[config.mk]
export PLATFORM = sky130hd
export DESIGN_NAME = traffic_led_monitor
export DESIGN_NICKNAME = d
export VERILOG_FILES = /design/src/rtl/traffic_pkg.sv /design/src/rtl/traffic_sat_counter.sv /design/src/rtl/traffic_led_monitor.sv
export SDC_FILE = /design/constraint.sdc
export NUM_CORES = 1
export LEC_CHECK = 0
export ABC_AREA = 1
export CAP_MARGIN = 30
export CORE_MARGIN = 3
export CORE_UTILIZATION = 51
export DETAILED_ROUTE_END_ITERATION = 12
export PLACE_DENSITY_LB_ADDON = 0.1
export SLEW_MARGIN = 20
export SYNTH_ARGS = -nofsm -noshare
export SYNTH_HDL_FRONTEND = slang
export SYNTH_SLANG_ARGS = --single-unit
[constraint.sdc]
create_clock -name clk -period 2.95 [get_ports clk]
set_clock_uncertainty 0.2 [all_clocks]
set_input_delay 0.295 -clock clk [delete_from_list [all_inputs] [get_ports clk]]
set_output_delay 0.295 -clock clk [all_outputs]
set_load 0.01 [all_outputs]
[src/rtl/traffic_pkg.sv]
// Shared definitions for the traffic light phase monitor:
// phase codes, default durations, monitor states, phase order.
package traffic_pkg;

  localparam logic [1:0] PH_RED     = 2'b00;
  localparam logic [1:0] PH_GREEN   = 2'b01;
  localparam logic [1:0] PH_YELLOW  = 2'b10;
  localparam logic [1:0] PH_ILLEGAL = 2'b11;

  localparam int DEF_RED_TICKS    = 18;
  localparam int DEF_GREEN_TICKS  = 15;
  localparam int DEF_YELLOW_TICKS = 3;

  typedef enum logic [1:0] {
    ST_UNSYNC,
    ST_RED,
    ST_GREEN,
    ST_YELLOW
  } mon_state_e;

  function automatic logic [1:0] next_phase(input logic [1:0] ph);
    case (ph)
      PH_RED:    next_phase = PH_GREEN;
      PH_GREEN:  next_phase = PH_YELLOW;
      PH_YELLOW: next_phase = PH_RED;
      default:   next_phase = PH_ILLEGAL;
    endcase
  endfunction

  function automatic mon_state_e phase_state(input logic [1:0] ph);
    case (ph)
      PH_RED:    phase_state = ST_RED;
      PH_GREEN:  phase_state = ST_GREEN;
      PH_YELLOW: phase_state = ST_YELLOW;
      default:   phase_state = ST_UNSYNC;
    endcase
  endfunction

endpackage

[src/rtl/traffic_sat_counter.sv]
// 8-bit saturating violation counter with synchronous clear.
// A clear coinciding with an event leaves the count at one.
module traffic_sat_counter (
  input  logic       clk,
  input  logic       rst_n,
  input  logic       clr,
  input  logic       inc,
  output logic [7:0] count
);

  always_ff @(posedge clk or posedge rst_n) begin
    if (rst_n) begin
      count <= 8'd0;
    end else if (clr) begin
      count <= {7'd0, inc};
    end else if (inc && count != 8'hFF) begin
      count <= count + 8'd1;
    end
  end

endmodule

[src/rtl/traffic_led_monitor.sv]
// Traffic light phase monitor: lamp drive, phase timing and order checks.
// Optional violation counter enabled by TRAFFIC_MON_COUNTERS_EN.
module traffic_led_monitor
  import traffic_pkg::*;
#(
  parameter int RED_TICKS    = DEF_RED_TICKS,
  parameter int GREEN_TICKS  = DEF_GREEN_TICKS,
  parameter int YELLOW_TICKS = DEF_YELLOW_TICKS,
  parameter int CNT_W        = 5
) (
  input  logic             clk,
  input  logic             rst_n,
  input  logic [1:0]       led,
  input  logic             err_clr,
  output logic             lamp_r,
  output logic             lamp_g,
  output logic             lamp_y,
  output logic             synced,
  output logic [CNT_W-1:0] phase_cnt,
  output logic             err_code,
  output logic             err_seq,
  output logic             err_dur,
  output logic [7:0]       err_count
);

  mon_state_e       state;
  mon_state_e       state_d;
  logic [CNT_W-1:0] cnt_d;
  logic [CNT_W-1:0] ticks;
  logic [1:0]       cur;
  logic [1:0]       nxt;
  logic [1:0]       prev;
  logic             prev_vld;
  logic             is_ill;
  logic             in_ph;
  logic             set_code;
  logic             set_seq;
  logic             set_dur;

  assign is_ill = (led == PH_ILLEGAL);
  assign in_ph  = (state != ST_UNSYNC);
  assign synced = in_ph;
  assign nxt    = next_phase(cur);

  always_comb begin
    cur   = PH_RED;
    ticks = CNT_W'(RED_TICKS);
    case (state)
      ST_GREEN: begin
        cur   = PH_GREEN;
        ticks = CNT_W'(GREEN_TICKS);
      end
      ST_YELLOW: begin
        cur   = PH_YELLOW;
        ticks = CNT_W'(YELLOW_TICKS);
      end
      default: ;
    endcase
  end

  always_comb begin
    state_d  = state;
    cnt_d    = phase_cnt;
    set_code = 1'b0;
    set_seq  = 1'b0;
    set_dur  = 1'b0;
    unique case (1'b1)
      is_ill: begin
        state_d  = ST_UNSYNC;
        cnt_d    = '0;
        set_code = 1'b1;
      end
      !is_ill && !in_ph: begin
        // first legal change after reset/11 marks a phase boundary
        if (prev_vld && led != prev) begin
          state_d = phase_state(led);
          cnt_d   = CNT_W'(1);
        end
      end
      in_ph && led == cur: begin
        if (phase_cnt != '1) cnt_d = phase_cnt + CNT_W'(1);
        set_dur = (phase_cnt == ticks);
      end
      in_ph && led == nxt: begin
        set_dur = (phase_cnt != ticks);
        state_d = phase_state(led);
        cnt_d   = CNT_W'(1);
      end
      default: begin
        set_seq = 1'b1;
        state_d = phase_state(led);
        cnt_d   = CNT_W'(1);
      end
    endcase
  end

  always_ff @(posedge clk or posedge rst_n) begin
    if (rst_n) begin
      state     <= ST_UNSYNC;
      phase_cnt <= '0;
      prev      <= PH_RED;
      prev_vld  <= 1'b0;
      lamp_r    <= 1'b0;
      lamp_g    <= 1'b0;
      lamp_y    <= 1'b0;
      err_code  <= 1'b0;
      err_seq   <= 1'b0;
      err_dur   <= 1'b0;
    end else begin
      state     <= state_d;
      phase_cnt <= cnt_d;
      prev      <= led;
      prev_vld  <= 1'b1;
      lamp_r    <= (led == PH_RED);
      lamp_g    <= (led == PH_GREEN);
      lamp_y    <= (led == PH_YELLOW);
      err_code  <= (err_code & ~err_clr) | set_code;
      err_seq   <= (err_seq & ~err_clr) | set_seq;
      err_dur   <= (err_dur & ~err_clr) | set_dur;
    end
  end

`ifdef TRAFFIC_MON_COUNTERS_EN
  logic viol;
  assign viol = set_code | set_seq | set_dur;

  traffic_sat_counter u_cnt (
    .clk   (clk),
    .rst_n (rst_n),
    .clr   (err_clr),
    .inc   (viol),
    .count (err_count)
  );
`else
  assign err_count = 8'd0;
`endif

endmodule

==> flow_metrics.tcl <==
set metrics [dict create \
    fin_crit_sh_pct 70.5 \
    antennaDiodeCount 0 \
    cts_max_path_buffers 2 \
    numCtsBuffers 3 \
    cts_root_buffer "clkbuf_4" \
    ys_seq_area_share_pct 40.8 \
    rsz0062_at_grt "false" \
    ctsResizeCount 0 \
    vias_per_cell 4.95 \
    die-area_um2 2490 \
    p_per_area_nw_per_um2 719 \
    fin_crit_ps 2080 \
    insertion_delay_ps 280 \
    grt-ovfl-total 0 \
    path_max_fanout 8 \
    p_leak_nw 0.605 \
    postCtsSetupRepairBufs 0 \
    ioPinCount 25 \
    hold_buffers 0 \
    dp_hpwl_um 1400 \
    outcome "finished, final reports clean" \
    syn_avg_cell_area_um2 7.86 \
    cts.clk_slew.worst_paths_ps 80 \
    synth.distinct_cells 23 \
    netlist_area_um2 982 \
    wirelength_um 1800 \
    yosys_warnings 0 \
    finalNetCount 155 \
    die_y_um 49.9 \
    vias 827 \
    tightest_slew_ps 592 \
    path_class "reg -> out" \
    wl_per_cell_um 10.7 \
    io_buffers 16 \
    area_growth_pct 17.2 \
    grt_pass1_vias 724 \
    tns_ps 0 \
    fp.dieW_um 49.9 \
    cap_violations 0 \
    final_util_pct 65.2 \
    clock.fmax_mhz 481 \
    coreArea_um2 1760 \
    cp-end-kind "output port" \
    hold_class "in -> async" \
    detail-route-antenna-nets 0 \
    grt_max_degree 17 \
    ys_top_cells_by_area "dfrtp_1 (41%), nand2_1 (15%), ha_1 (7.6%)" \
    cts_sinks 16 \
    grt_pass1_wl_um 3080 \
    synth_top_area_share_pct 40.8 \
    grt_antenna_before_repair 0 \
    setup_violations 0 \
    drtPass1Iterations 4 \
    drive_above_1_share_pct 12.0 \
    htreeDepth 1 \
    yosys.area.top_type "dfrtp_1" \
    ys_seq_elements 16 \
    slew_headroom_pct 60.5 \
    worst-endpoint-required_ps 2460 \
    cts_tree "done" \
    rows 15 \
    critPathArrivalTime_ps 1590 \
    drc_errors 0 \
    hold_viol 0 \
    gp_congestion 0.863 \
    drv_slew 0 \
    drt-initial-drc-count 32 \
    syn_inst 125 \
    reg2reg_from "phase_cnt[0]$_DFFE_PP0P_" \
    grt_usage_pct 16.2 \
    initial_utilization_pct 55.7 \
    ir_drop_mv 0.390 \
    crit_path_start_kind "register" \
    critPathLaunch "state[1]$_DFFE_PP0P_" \
]
-- registers in the layout, indices dropped and copies added (netlist names) --
register / flops
lamp_r: 1
state: 2
lamp_y: 1
err_code: 1
err_dur: 1
prev: 2
phase_cnt: 5
prev_vld: 1
err_seq: 1
lamp_g: 1
-- layout make-up --
class | count | area, µm²
Inverter | 18 | 68.8
Tap cell | 25 | 31.3
Multi-Input combinational cell | 89 | 468
Timing Repair Buffer | 16 | 160
Clock buffer | 3 | 22.5
Sequential cell | 16 | 400
Fill cell | 171 | 613
-- placed cells by master (no fill, tap or decap), drive strengths merged --
cell,instances
xnor2,1
conb,9
clkbuf,3
inv,17
nand2,42
clkdlybuf4s50,16
o21ai,7
xor2,2
nor2,9
a21oi,1
nand3,10
dfrtp,16
clkinv,1
ha,6
nand4,2
-- metal layers --
layer,wire length (µm),vias to the layer above,global-route usage [%]
li1,-,406,-
met1,854,393,21.0
met2,819,22,25.8
met3,85,6,3.63
met4,35,0,6.91
met5,0,-,0
-- power breakdown --
group / internal [mW] / switching [mW]
logic: 0.165 / 0.231
clock network: 0.0474 / 0.0609
registers: 0.266 / 0.0573
total: 0.478 / 0.349
-- through the flow --
stage / setup slack [ps] / hold slack [ps] / total power [mW] / instances / area (µm²)
after floorplan: 1340 / 8.74 / 0.597 / 132 / 1010
after global placement: 1040 / 258 / 0.710 / 164 / 1130
after detailed placement: 984 / 270 / 0.718 / 164 / 1130
after CTS: 895 / 189 / 0.831 / 167 / 1150
after global routing: 806 / 223 / 0.901 / 167 / 1150
final: 870 / 172 / 0.827 / 167 / 1150
-- cells in the mapped netlist (all sizes together) --
| master | n |
|---|---|
| xor2 | 2 |
| nand4 | 2 |
| inv | 17 |
| nor2 | 9 |
| a21oi | 1 |
| nand2 | 42 |
| conb | 2 |
| o21ai | 7 |
| ha | 6 |
| buf | 9 |
| clkinv | 1 |
| nand3 | 10 |
| dfrtp | 16 |
| xnor2 | 1 |
-- cells by family (layout without fill, tap and decap cells) --
family                     Yosys count  count (layout)  synth area share [%]
AOI/OAI and AO/OA                    8               8                  4.08
xor gates and xnor gates             3               3                  2.68
and+or+nand+nor                     63              63                  29.8
adders and majority gates            6               6                  7.64
buffers and inverters               27              37                  14.3
DFF                                 16              16                  40.8
other                                2               9                 0.765
-- worst max-delay path: stages (launching register included) --
cell             delay (ps)
dfrtp_1                 530
inv_2                   100
nand2_2                 130
clkdlybuf4s50_1         540
-- worst paths after layout --
check                                           end  slack [ps]  cells past startpoint
min in group clk                 err_code$_DFF_PP0_         280                      2
hold / removal                 state[1]$_DFFE_PP0P_         170                      2
hold reg to reg                  err_code$_DFF_PP0_         280                      2
setup / recovery                             synced         870                      3
setup reg to reg           phase_cnt[3]$_DFFE_PP0P_        1250                      9
max in group asynchronous         prev[0]$_DFF_PP0_        1990                      2
No activity file was read; power rests on OpenSTA's default activity.
